$ cat config.mk
export PLATFORM = sky130hd
export DESIGN_NAME = axi_read_controller
export DESIGN_NICKNAME = d
export VERILOG_FILES = /design/src/rtl/axi_sorter_pkg.sv /design/src/rtl/leaf_onehot_decoder.sv /design/src/rtl/axi_read_controller.sv
export SDC_FILE = /design/constraint.sdc
export NUM_CORES = 1
export LEC_CHECK = 0
export BUFFER_PORTS_ARGS = -buffer_cell sky130_fd_sc_hd__buf_2
export CAP_MARGIN = 15
export CORE_AREA = 5 5 466 468
export DETAILED_ROUTE_END_ITERATION = 7
export DIE_AREA = 0 0 471 473
export PLACE_DENSITY = 0.3
export SLEW_MARGIN = 20
export SYNTH_ARGS = -nofsm -noshare
export SYNTH_HDL_FRONTEND = slang
export SYNTH_SLANG_ARGS = --single-unit
$ cat constraint.sdc
create_clock -name s_axis_aclk -period 3.55 [get_ports s_axis_aclk]
set_input_delay 0.355 -clock s_axis_aclk [delete_from_list [all_inputs] [get_ports s_axis_aclk]]
set_output_delay 0.355 -clock s_axis_aclk [all_outputs]
set_load 0.02 [all_outputs]
$ cat src/rtl/axi_sorter_pkg.sv
// Definitions shared by the merger-tree read and write controllers:
// AXIS width, terminator item, terminator key field and FSM encoding.
package axi_sorter_pkg;

    localparam int AXIS_DATA_W   = 512;
    localparam int TERM_FIELD_HI = 31;
    localparam int TERM_FIELD_LO = 0;
    localparam int TERM_FIELD_W  = TERM_FIELD_HI - TERM_FIELD_LO + 1;

    localparam logic [AXIS_DATA_W-1:0] AXIS_TERMINATOR = {AXIS_DATA_W{1'b0}};

    typedef enum logic [0:0] {
        S_STREAM = 1'b0,
        S_FLUSH  = 1'b1
    } sorter_state_e;

    // A key field equal to the terminator's key marks end-of-set inside the tree.
    function automatic logic is_terminator_field(input logic [TERM_FIELD_W-1:0] field);
        return field == AXIS_TERMINATOR[TERM_FIELD_HI:TERM_FIELD_LO];
    endfunction

endpackage

$ cat src/rtl/leaf_onehot_decoder.sv
// Turns a leaf index plus enable into a one-hot-or-zero write strobe vector.
module leaf_onehot_decoder #(
    parameter int NUM_LEAVES = 32,
    parameter int IDX_W      = 5
) (
    input  logic                  en,
    input  logic [IDX_W-1:0]      idx,
    output logic [NUM_LEAVES-1:0] onehot
);

    // Index decode; an index beyond the leaf count cannot occur by construction.
    always_comb begin
        onehot = {NUM_LEAVES{1'b0}};
        if (en) begin
            onehot[idx] = 1'b1;
        end else begin
            onehot = {NUM_LEAVES{1'b0}};
        end
    end

endmodule

$ cat src/rtl/axi_read_controller.sv
// Distributes an AXIS input set round-robin over the merger-tree leaf FIFOs,
// then flushes one terminator into every leaf before taking the next set.
module axi_read_controller
    import axi_sorter_pkg::*;
#(
    parameter int C_AXIS_TDATA_WIDTH = AXIS_DATA_W,
    parameter int C_NUM_LEAVES       = 32
) (
    input  logic                            s_axis_aclk,
    input  logic                            s_axis_areset,
    input  logic                            s_axis_tvalid,
    output logic                            s_axis_tready,
    input  logic [C_AXIS_TDATA_WIDTH-1:0]   s_axis_tdata,
    input  logic [C_AXIS_TDATA_WIDTH/8-1:0] s_axis_tkeep,
    input  logic                            s_axis_tlast,
    input  logic [C_NUM_LEAVES-1:0]         leaf_fifo_full,
    output logic [C_NUM_LEAVES-1:0]         leaf_fifo_enq,
    output logic [C_AXIS_TDATA_WIDTH-1:0]   leaf_fifo_item,
    output logic                            stream_done,
    output logic                            protocol_err,
    output logic [31:0]                     beat_cnt
);

    localparam int               IDX_W    = (C_NUM_LEAVES > 1) ? $clog2(C_NUM_LEAVES) : 1;
    localparam logic [IDX_W-1:0] LAST_IDX = IDX_W'(C_NUM_LEAVES - 1);
    localparam logic [C_AXIS_TDATA_WIDTH-1:0] TERM_ITEM = C_AXIS_TDATA_WIDTH'(AXIS_TERMINATOR);

    sorter_state_e                 state_r, state_n_s;
    logic [IDX_W-1:0]              leaf_idx_r, leaf_idx_n_s;
    logic [IDX_W-1:0]              flush_idx_r, flush_idx_n_s;
    logic                          tready_s;
    logic                          accept_s;
    logic                          wr_en_s;
    logic [IDX_W-1:0]              wr_idx_s;
    logic [C_AXIS_TDATA_WIDTH-1:0] wr_data_s;
    logic                          stream_done_n_s;
    logic [C_NUM_LEAVES-1:0]       enq_next_s;
    logic [C_NUM_LEAVES-1:0]       leaf_fifo_enq_r;
    logic [C_AXIS_TDATA_WIDTH-1:0] leaf_fifo_item_r;
    logic                          stream_done_r;
    logic                          protocol_err_r;
    logic [31:0]                   beat_cnt_r;
    logic                          unused_tkeep_s;

    assign unused_tkeep_s = ^s_axis_tkeep;

    // Next-state, handshake and write-scheduling logic.
    always_comb begin
        state_n_s       = state_r;
        leaf_idx_n_s    = leaf_idx_r;
        flush_idx_n_s   = flush_idx_r;
        tready_s        = 1'b0;
        accept_s        = 1'b0;
        wr_en_s         = 1'b0;
        wr_idx_s        = leaf_idx_r;
        wr_data_s       = s_axis_tdata;
        stream_done_n_s = 1'b0;
        case (state_r)
            S_STREAM: begin
                if (s_axis_areset) begin
                    tready_s = 1'b0;
                end else begin
                    tready_s = !leaf_fifo_full[leaf_idx_r];
                end
                accept_s = s_axis_tvalid & tready_s;
                if (accept_s) begin
                    wr_en_s      = 1'b1;
                    leaf_idx_n_s = (leaf_idx_r == LAST_IDX) ? {IDX_W{1'b0}} : leaf_idx_r + IDX_W'(1);
                    if (s_axis_tlast) begin
                        state_n_s     = S_FLUSH;
                        flush_idx_n_s = {IDX_W{1'b0}};
                    end else begin
                        state_n_s = S_STREAM;
                    end
                end else begin
                    wr_en_s = 1'b0;
                end
            end
            S_FLUSH: begin
                wr_idx_s  = flush_idx_r;
                wr_data_s = TERM_ITEM;
                if (!leaf_fifo_full[flush_idx_r]) begin
                    wr_en_s = 1'b1;
                    if (flush_idx_r == LAST_IDX) begin
                        state_n_s       = S_STREAM;
                        leaf_idx_n_s    = {IDX_W{1'b0}};
                        flush_idx_n_s   = {IDX_W{1'b0}};
                        stream_done_n_s = 1'b1;
                    end else begin
                        flush_idx_n_s = flush_idx_r + IDX_W'(1);
                    end
                end else begin
                    wr_en_s = 1'b0;
                end
            end
            default: begin
                state_n_s = S_STREAM;
            end
        endcase
    end

    leaf_onehot_decoder #(
        .NUM_LEAVES (C_NUM_LEAVES),
        .IDX_W      (IDX_W)
    ) u_leaf_onehot_decoder (
        .en     (wr_en_s),
        .idx    (wr_idx_s),
        .onehot (enq_next_s)
    );

    // State and registered outputs; the item register holds between writes.
    always_ff @(posedge s_axis_aclk) begin
        if (s_axis_areset) begin
            state_r          <= S_STREAM;
            leaf_idx_r       <= {IDX_W{1'b0}};
            flush_idx_r      <= {IDX_W{1'b0}};
            leaf_fifo_enq_r  <= {C_NUM_LEAVES{1'b0}};
            leaf_fifo_item_r <= {C_AXIS_TDATA_WIDTH{1'b0}};
            stream_done_r    <= 1'b0;
            protocol_err_r   <= 1'b0;
            beat_cnt_r       <= 32'd0;
        end else begin
            state_r         <= state_n_s;
            leaf_idx_r      <= leaf_idx_n_s;
            flush_idx_r     <= flush_idx_n_s;
            leaf_fifo_enq_r <= enq_next_s;
            stream_done_r   <= stream_done_n_s;
            if (wr_en_s) begin
                leaf_fifo_item_r <= wr_data_s;
            end
            if (accept_s) begin
                beat_cnt_r <= beat_cnt_r + 32'd1;
                if (is_terminator_field(s_axis_tdata[TERM_FIELD_HI:TERM_FIELD_LO])) begin
                    protocol_err_r <= 1'b1;
                end
            end
        end
    end

    assign s_axis_tready  = tready_s;
    assign leaf_fifo_enq  = leaf_fifo_enq_r;
    assign leaf_fifo_item = leaf_fifo_item_r;
    assign stream_done    = stream_done_r;
    assign protocol_err   = protocol_err_r;
    assign beat_cnt       = beat_cnt_r;

endmodule
Word-level counts from Yosys, hierarchy flattened --
Cells that the tools add are included.
Storage, ports and cells: bits in registers 589, bits in latches 0, memory bits (writable) 0, bits in read-only memories 0, input bits 612, output and inout bits 579, logic and storage cells 63, memories kept 0
Operators by class: add/subtract/negate cells 3, multipliers 0, divide/modulo/power cells 0, order comparisons 4, eq/ne operators 6, shift-type cells 0, multiplexer cells 31, bitwise operators 3, reductions and logical operators 8
Operators by type and width (count):
- $mux W512 | 1
- $mux W5 | 9
- $add A32 B1 Y32 const B | 1
- $logic_not A32 Y1 | 1
- $pmux W5 S2 | 2
- $lt A5 B6 Y1 const B | 3
- $mux W1 | 14
- $add A5 B1 Y5 const B | 2
- $bmux W1 S5 | 2
- $eq A5 B5 Y1 const B | 2
- $ne A2 B2 Y1 const B | 3
- $reduce_and A3 Y1 | 2
- $demux W1 S5 | 1
- $ge A5 B1 Y1 const B | 1
- $pmux W1 S2 | 2
- $reduce_or A3 Y1 | 1
- $ne A2 B1 Y1 const B | 1
- $not A1 Y1 | 2
- $reduce_and A2 Y1 | 1
- $reduce_or A2 Y1 | 1
- $and A1 B1 Y1 | 1
- $logic_and A1 B1 Y1 | 1
- $logic_not A1 Y1 | 1

Longest topological paths before layout --
Gate-level depths: netlist of run 1.
depth after elaboration 10, depth in mapped cells 12, mapped depth without buffers 8

Modules after synthesis --
A second synthesis of run 1 with hierarchy kept.
Second synthesis, totals: cells, all modules 1633, area total of the unflattened synthesis 19323.5 µm²
Modules (own cells, without submodules):
- axi_read_controller | instances 1, cells each 1586, area each 19093.3 µm², sequential area each 11791.3 µm²
- leaf_onehot_decoder | instances 1, cells each 47, area each 230.2 µm², sequential area each 0.0 µm²

Worst setup path before layout of run 1 --
OpenSTA, ideal clock, no wires.
path kind register -> register, start reg leaf_idx_r[1], end reg beat_cnt_r[28], in the netlist beat_cnt[28], setup time 123 ps, data arrival time 2391 ps, required time 3427 ps, path slack 1036 ps, stages on the path, launching flop included 12, path buffers 4, clock period less this slack 2514 ps, cell sequence dfxtp_1 buf_2 buf_2 mux2i_1 nand2_1 nand3_1 nand4_2 or2_2 clkbuf_1 buf_2 nor4_1 mux2_1
On the way: word-level cells in the longest chain between the ends 7
Ends and longest elaborated chain:
- start, declared | RTL line axi_read_controller.sv:29 | logic [IDX_W-1:0] leaf_idx_r, leaf_idx_n_s;
- start signal, assigned | RTL line axi_read_controller.sv:115 | leaf_idx_r <= {IDX_W{1'b0}};
- start signal, assigned | RTL line axi_read_controller.sv:124 | leaf_idx_r <= leaf_idx_n_s;
- $bmux W1 S5 | RTL line axi_read_controller.sv:63 | tready_s = !leaf_fifo_full[leaf_idx_r];
- $mux W1 (implied by the code) | RTL line axi_read_controller.sv:63
- $logic_not A1 Y1 | RTL line axi_read_controller.sv:63
- $mux W1 | RTL line axi_read_controller.sv:60 | if (s_axis_areset) begin
- $mux W1 | RTL line axi_read_controller.sv:58 | case (state_r)
- $and A1 B1 Y1 | RTL line axi_read_controller.sv:65 | accept_s = s_axis_tvalid & tready_s;
- $mux W1 | RTL line axi_read_controller.sv:58
- end signal, assigned | RTL line axi_read_controller.sv:132 | beat_cnt_r <= beat_cnt_r + 32'd1;
- end, declared | RTL line axi_read_controller.sv:42 | logic [31:0] beat_cnt_r;
Every way passes these cells. The select of a mux whose other input is x is not followed. A chain may end at the register's enable or synchronous reset.

Worst setup path in the final report of run 1 --
start reg flush_idx_r[2], end reg leaf_fifo_item_r[156], in the netlist leaf_fifo_item[156]
On the way: word-level cells in the longest chain between the ends 4
Ends and longest elaborated chain:
- start, declared | RTL line axi_read_controller.sv:30 | logic [IDX_W-1:0] flush_idx_r, flush_idx_n_s;
- start signal, assigned | RTL line axi_read_controller.sv:116 | flush_idx_r <= {IDX_W{1'b0}};
- start signal, assigned | RTL line axi_read_controller.sv:125 | flush_idx_r <= flush_idx_n_s;
- $bmux W1 S5 | RTL line axi_read_controller.sv:82 | if (!leaf_fifo_full[flush_idx_r]) begin
- $mux W1 (implied by the code) | RTL line axi_read_controller.sv:82
- $mux W1 | RTL line axi_read_controller.sv:82
- $pmux W1 S2 | RTL line axi_read_controller.sv:58
- end signal, assigned | RTL line axi_read_controller.sv:118 | leaf_fifo_item_r <= {C_AXIS_TDATA_WIDTH{1'b0}};
- end signal, assigned | RTL line axi_read_controller.sv:129 | leaf_fifo_item_r <= wr_data_s;
- end, declared | RTL line axi_read_controller.sv:39 | logic [C_AXIS_TDATA_WIDTH-1:0] leaf_fifo_item_r;
Every way passes these cells. The select of a mux whose other input is x is not followed.

==> results_dict.tcl, run 1 <==
set metrics [dict create \
    drive_above_1_share 0.398 \
    cts_tree "done" \
    htree_levels 3 \
    fp.dieW_um 471 \
    coreArea_um2 213000 \
    die_h_um 473 \
    drt.antenna.violating_nets 0 \
    cp.required_ns 4.18 \
    clock_latency_ns 0.69 \
    place_inst 5467 \
    fmax_ghz 0.314 \
    pwr-share-comb 0.170 \
    dp.final_hpwl_um 122000 \
    synth_compound_area_frac 0.257 \
    ys_async_sr_fraction 0 \
    post-route-util 0.170 \
    gr-usage-met1 0.134 \
    cp-end-kind "register" \
    grt_usage 0.126 \
    arrival_ns 3.81 \
    finalHoldViolCount 0 \
    ys.warnings.count 0 \
    syn_inst 1602 \
    power.density_nw_per_um2 532 \
    fin_ws_ns 0.363 \
    grtUsageMet3 0.0640 \
    clkPwrFrac 0.448 \
    synth-simple-area-share 0.0570 \
    wl_per_cell_um 23.9 \
    synth_top_family_by_area "compound AO/OA/AOI/OAI gates" \
    post_cts_resized 0 \
    setup_viol 0 \
    rsz0062_at_grt "false" \
    tns_ns 0 \
    grt_pass1_wl_um 191000 \
    drtIter0Drc 1180 \
    hp-class "in2reg" \
    post-place-ws_ns 0.380 \
    globalplace.congestion 0.809 \
    dieArea_um2 223000 \
    cts_buffer_depth 3 \
    syn-num-nets 2219 \
    yosysUniqueCellTypes 48 \
    ys.flop_type "dfxtp_1" \
    final.period_utilization 0.898 \
    p_leak_nw 16.1 \
    vias_per_cell 3.27 \
    p_int_mw 13.5 \
    clockRootBuffer "clkbuf_16" \
    irDropWorstVdd_mv 0.366 \
    cts_sinks 589 \
    start_util 0.0914 \
    cts_buffers 81 \
    synthXorXnorAreaFrac 0.00404 \
    seq_power_share 0.383 \
    gr-total-overflow 0 \
    cp-start-kind "register" \
    vias 20200 \
    synthMuxAreaShare 0.0221 \
    portBuffers 1126 \
    p_switching_mw 5.75 \
    period_minus_slack_ns 3.19 \
    final_cells 6188 \
    path_class "reg2reg" \
    status "completed" \
    grt_max_degree 112 \
    netlist_area_um2 19500 \
    cp_max_fo 111 \
    busiest_layer "met2" \
    synth_enable_flop_cells 0 \
    switching_share 0.298 \
    final.fill_count 23800 \
    skew_ns 0.0207 \
    tightest_slew_ns 0.744 \
    area_delta_synth_final_pct 86.3 \
    clk_pin_slew_ns 0.06 \
    slew_violations 0 \
    grt_pass1_vias 20900 \
    final_cell_area_um2 36300 \
    yosysSeqAreaShare 0.605 \
    met2_usage 0.206 \
    io_pins 1191 \
    avgSynthCellArea_um2 12.2 \
    slew_headroom 0.504 \
    synthAdderAreaFrac 0.00321 \
    antenna_found_initial 143 \
    post-route-drc-count 0 \
    drt-total-wl_um 148000 \
    maxCapViolations 0 \
    placed_area_um2 28200 \
    rows 170 \
    final_nets 3842 \
    ys_ff_latch 589 \
    dr.pass1.iters 5 \
]
==> power groups by stage <==
stage	clock network, mW	registers [mW]	logic, mW
2_1_floorplan	0	8.04	0.829
3_3_place_gp	0	7.52	2.82
3_5_place_dp	0	7.52	2.82
4_1_cts	9.09	7.38	3.39
5_1_grt	9.30	7.44	3.50
6_report	8.64	7.39	3.27
==> path summary, 6_finish.rpt <==
kind / endpoint / slack, ns / cells after the start / from
setup / recovery: leaf_fifo_item[156]$_SDFFE_PP0P_ / 0.36 / 10 / flush_idx_r[2]$_SDFFE_PP0P_
hold / removal: beat_cnt[2]$_SDFFE_PP0P_ / 0.16 / 5 / s_axis_areset
setup reg to reg: leaf_fifo_item[156]$_SDFFE_PP0P_ / 0.36 / 10 / flush_idx_r[2]$_SDFFE_PP0P_
hold reg to reg: leaf_fifo_item[86]$_SDFFE_PP0P_ / 0.46 / 1 / leaf_fifo_item[86]$_SDFFE_PP0P_
==> cells in the final DEF (no fill, tap or decap), drive strengths merged, types with 6 or more instances in the layout <==
cell type    Yosys  routed
dlygate4sd3      0     513
or3              7       7
mux2             8       8
nor4            23      23
mux2i           34      34
clkinvlp         0       7
and3             9       9
or4              6       6
inv              8      15
a21oi           27      27
clkbuf          68     106
clkinv           0      16
nor3             7       7
xnor2            9       9
o21ai           18      18
nor2            67      67
buf             70    1165
nand2           43      43
dfxtp          589     589
nand3           13      13
nand2b           6       6
bufinv           0       8
nor2b           14      14
nand4           14      14
diode            0      64
a22oi           12      12
a22o           515     515
==> layer usage <==
layer  share of wire  vias to the layer above  wire [um]
met4           0.046                       66       6820
met1            0.37                     9344      54300
met2            0.46                     1053      68300
met5          0.0028                        -        414
met3            0.12                      281      17900
li1                -                     9504          -
==> synth_stat cells (6+ instances only) <==
cell type | number | area share
clkbuf_1 | 68 | 0.013
dfxtp_1 | 589 | 0.61
and3_1 | 9 | 0.0029
xnor2_1 | 9 | 0.0040
nor2b_1 | 14 | 0.0045
nor2_1 | 66 | 0.013
buf_2 | 12 | 0.0031
inv_1 | 8 | 0.0015
o21ai_0 | 15 | 0.0039
nand4_1 | 13 | 0.0042
mux2i_1 | 34 | 0.017
a22oi_1 | 12 | 0.0046
a22o_1 | 515 | 0.23
or3_1 | 7 | 0.0022
nand2_1 | 43 | 0.0083
nand2b_1 | 6 | 0.0019
nor3_1 | 7 | 0.0018
a21oi_1 | 27 | 0.0069
buf_6 | 51 | 0.029
or4_1 | 6 | 0.0023
mux2_2 | 6 | 0.0035
nor4_1 | 23 | 0.0074
nand3_1 | 13 | 0.0033
==> flip-flops by register name (all words and copies together) (netlist names) <==
signal,count
leaf_fifo_item,512
protocol_err,1
flush_idx_r,5
beat_cnt,32
leaf_fifo_enq,32
state_r,1
stream_done,1
leaf_idx_r,5
==> area by class of cell <==
type | count | area (um^2) | area share
Sequential cell | 589 | 11800 | 0.325
Timing Repair Buffer | 1678 | 11300 | 0.311
Multi-Input combinational cell | 867 | 6700 | 0.185
Clock inverter | 38 | 515 | 0.0142
Clock buffer | 106 | 2250 | 0.0620
Tap cell | 2838 | 3550 | 0.0978
Inverter | 8 | 30.0 | 0.000827
Antenna cell | 64 | 160 | 0.00441
==> cells by family after synthesis <==
kind of cell,Yosys count
fa+ha+maj,5
simple gates,219
compound gates,592
mux,42
buf+inv,146
xor+xnor,9
flops,589
==> metrics by stage <==
| stage | total power, mW | hold slack [ns] |
|---|---|---|
| floorplan | 8.87 | 0.483 |
| global placement | 10.3 | 0.452 |
| detailed placement | 10.3 | 0.450 |
| CTS | 19.9 | 0.0352 |
| global route | 20.2 | 0.0916 |
| finish | 19.3 | 0.159 |
==> critical path, cell delays in order, from the launching register on <==
cell and delay (ns):
dfxtp_1 0.43, buf_12 0.21, mux2i_1 0.09, a22oi_1 0.25
a21oi_1 0.17, o41ai_4 0.51, o21ai_2 0.26, nor2_8 0.26
buf_12 0.17, buf_12 0.36, a22o_1 0.23
==> timing repair <==
| action | CTS | global route |
|---|---|---|
| setup buffers | 0 | 0 |
| hold endpoints to repair | 513 | 0 |
| hold buffers | 513 | 0 |
Note: power is estimated with default switching activity, not from simulation.
==> inputs of run 2 (changes only) <==
--- a/config.mk
+++ b/config.mk
@@ -5,11 +5,12 @@
 export SDC_FILE = /design/constraint.sdc
 export NUM_CORES = 1
 export LEC_CHECK = 0
+export ABC_AREA = 1
 export BUFFER_PORTS_ARGS = -buffer_cell sky130_fd_sc_hd__buf_2
 export CAP_MARGIN = 15
-export CORE_AREA = 5 5 466 468
+export CORE_AREA = 5 5 456 458
 export DETAILED_ROUTE_END_ITERATION = 7
-export DIE_AREA = 0 0 471 473
+export DIE_AREA = 0 0 461 463
 export PLACE_DENSITY = 0.3
 export SLEW_MARGIN = 20
 export SYNTH_ARGS = -nofsm -noshare
==> results_dict.tcl, run 2 <==
set metrics [dict create \
    status "completed" \
    ys_ff_latch 589 \
    register_area_um2 11800 \
    place_inst 6559 \
    portBuffers 1126 \
    period_minus_slack_ns 3.22 \
    htree_levels 3 \
    final_nets 5076 \
    drtIter0Drc 1161 \
    final.period_utilization 0.908 \
    post-route-drc-count 0 \
    globalplace.congestion 0.833 \
    synth_top_area_frac 0.536 \
    hold_ws_ns 0.0529 \
    fp.dieW_um 461 \
    hp-start "s_axis_tdata[451]" \
    final_cells 7232 \
    grt_pass1_vias 25700 \
    cts_tree "done" \
    yosysSeqAreaShare 0.536 \
    cts_sinks 589 \
    finalHoldViolCount 0 \
    grt_max_degree 186 \
    cts_buffers 80 \
    start_util 0.108 \
    avgSynthCellArea_um2 7.65 \
    critPathSlowestCell "dfxtp_1" \
    path_buf_inv 5 \
    crit_family "buffers and inverters" \
    setup_viol 0 \
    dieArea_um2 213000 \
    die_h_um 463 \
    power.density_nw_per_um2 535 \
    area_delta_synth_final_pct 74.5 \
    antenna_found_initial 55 \
    final_cell_mix "nand2_1 (1233), buf_2 (1125), dfxtp_1 (588)" \
    synth_area_leaders "dfxtp_1 (54%), nand2_1 (21%), a21oi_1 (13%), buf_6 (1.9%), nor2_1 (1.4%)" \
    hp-class "in2reg" \
    tns_ns 0 \
    ys_async_sr_fraction 0 \
    grt_pass1_wl_um 193000 \
    multiInputGateArea_um2 8780 \
    r2r-start "leaf_idx_r[1]$_SDFFE_PP0P_" \
    drt.antenna.violating_nets 0 \
    gr-total-overflow 0 \
    clk_pin_slew_ns 0.06 \
    clockRootBuffer "clkbuf_16" \
    slew_violations 0 \
    ys.warnings.count 0 \
    startpoint "leaf_idx_r[1]$_SDFFE_PP0P_" \
    coreArea_um2 204000 \
    clock_latency_ns 0.71 \
    synth_enable_flop_cells 0 \
    syn-num-nets 3492 \
    tightest_slew_ns 1.10 \
    wl_per_cell_um 19.6 \
    grt_usage 0.126 \
    synth_top_area_cell "dfxtp_1" \
    layout_commonest_cell "nand2_1" \
    slew_headroom 0.264 \
    rows 166 \
    fmax_ghz 0.310 \
    maxCapViolations 0 \
    p_leak_nw 16.3 \
    arrival_ns 3.86 \
    synth.most_common_cell "nand2_1" \
    dr.pass1.iters 5 \
    skew_ns 0.0329 \
    ys_top_cells_by_count "nand2_1 (1233), dfxtp_1 (589), a21oi_1 (558)" \
    path_common_cell "nand3_1" \
    yosysUniqueCellTypes 33 \
    cp_max_fo 38 \
    cts_buffer_depth 3 \
    vias_per_cell 3.49 \
    netlist_area_um2 22000 \
    ys.flop_type "dfxtp_1" \
    path_class "reg2reg" \
    cp-end-kind "register" \
    dp.final_hpwl_um 111000 \
    vias 25300 \
    syn_inst 2875 \
    drt-total-wl_um 141000 \
    crit_chain "inv_1, nand3_1, nand3_1, nand3_1, nand3_1, nand2_2, nand3_4, inv_8, buf_12, buf_12, nand2_1, a21oi_1, dlygate4sd3_1" \
    drive_above_1_share 0.294 \
    cp.required_ns 4.18 \
    io_pins 1191 \
    cp-start-kind "register" \
    max_stage_delay_ns 0.69 \
    rsz0062_at_grt "false" \
    post-route-util 0.189 \
    irDropWorstVdd_mv 0.305 \
    largest_reg_flops 512 \
    final.fill_count 23300 \
]
-- run 2: cell count changes after synthesis, moves of 37 or more --
cell     change
buf_4       +37
nand2_1   +1190
a22o_1     -515
a21oi_1    +531
nand3_1     +46
inv_1       +42
-- run 2: where the power goes --
group | switching, mW | total (mW) | leakage [nW] | internal (mW)
clock network | 3.44 | 8.50 | 1.34 | 5.05
logic | 3.01 | 4.62 | 10.2 | 1.61
registers | 0.294 | 7.44 | 4.78 | 7.14
total | 6.75 | 20.6 | 16.3 | 13.8
-- run 2: cell type report --
cell class                 count  area share
sequential                   589       0.307
timing repair buffer        1695       0.297
multi-input combinational   2037       0.229
tap                         2688      0.0876
clock buffer                 122      0.0625
clock inverter                22     0.00942
inverter                      56     0.00609
antenna                       23     0.00150
-- run 2: what timing repair did --
action	in CTS	in global routing
buffers inserted	0	0
hold buffers	506	0
endpoints found under the hold margin	499	0
resized for setup	0	1
setup endpoints to repair	0	63
-- run 2: worst register-to-register path, delay by kind of cell (launching register included) --
| kind | cells | cell delay, ns |
|---|---|---|
| AND/OR/NAND/NOR | 7 | 0.88 |
| AO/OA/AOI/OAI | 1 | 0.15 |
| buffers and inverters | 5 | 1.47 |
| flip-flops | 1 | 0.69 |
-- run 2: through the flow --
step | setup slack (ns) | instance area, um^2 | power [mW]
3_5_place_dp | 0.212 | 30500 | 11.8
5_1_grt | 0.0115 | 38400 | 21.7
4_1_cts | 0.160 | 38300 | 21.1
2_1_floorplan | 1.58 | 22000 | 9.96
3_3_place_gp | 0.194 | 30500 | 11.8
6_report | 0.327 | 38400 | 20.6
-- run 2: final timing paths --
path | end | slack [ns] | depth (start not counted)
setup / recovery | leaf_fifo_item[495]$_SDFFE_PP0P_ | 0.33 | 13
hold / removal | leaf_fifo_item[451]$_SDFFE_PP0P_ | 0.05 | 3
setup reg to reg | leaf_fifo_item[495]$_SDFFE_PP0P_ | 0.33 | 13
hold reg to reg | leaf_fifo_item[18]$_SDFFE_PP0P_ | 0.45 | 2
-- run 2: cell families (layout without fill, tap and decap cells) --
logic type / after synthesis / in the layout / share of synthesized area
other cells: 0 / 23 / 0
flops: 589 / 589 / 0.536
fa+ha+maj: 5 / 5 / 0.00284
compound gates: 576 / 576 / 0.131
simple gates: 1428 / 1428 / 0.254
xor+xnor: 28 / 28 / 0.0111
buf+inv: 249 / 1895 / 0.0652
-- run 2: per-layer routing --
layer,up-vias,routed length [um],global-route usage
li1,12400,-,-
met1,11600,56000,0.140
met2,1009,65400,0.211
met3,190,15600,0.0578
met4,28,4280,0.0425
met5,-,174,0
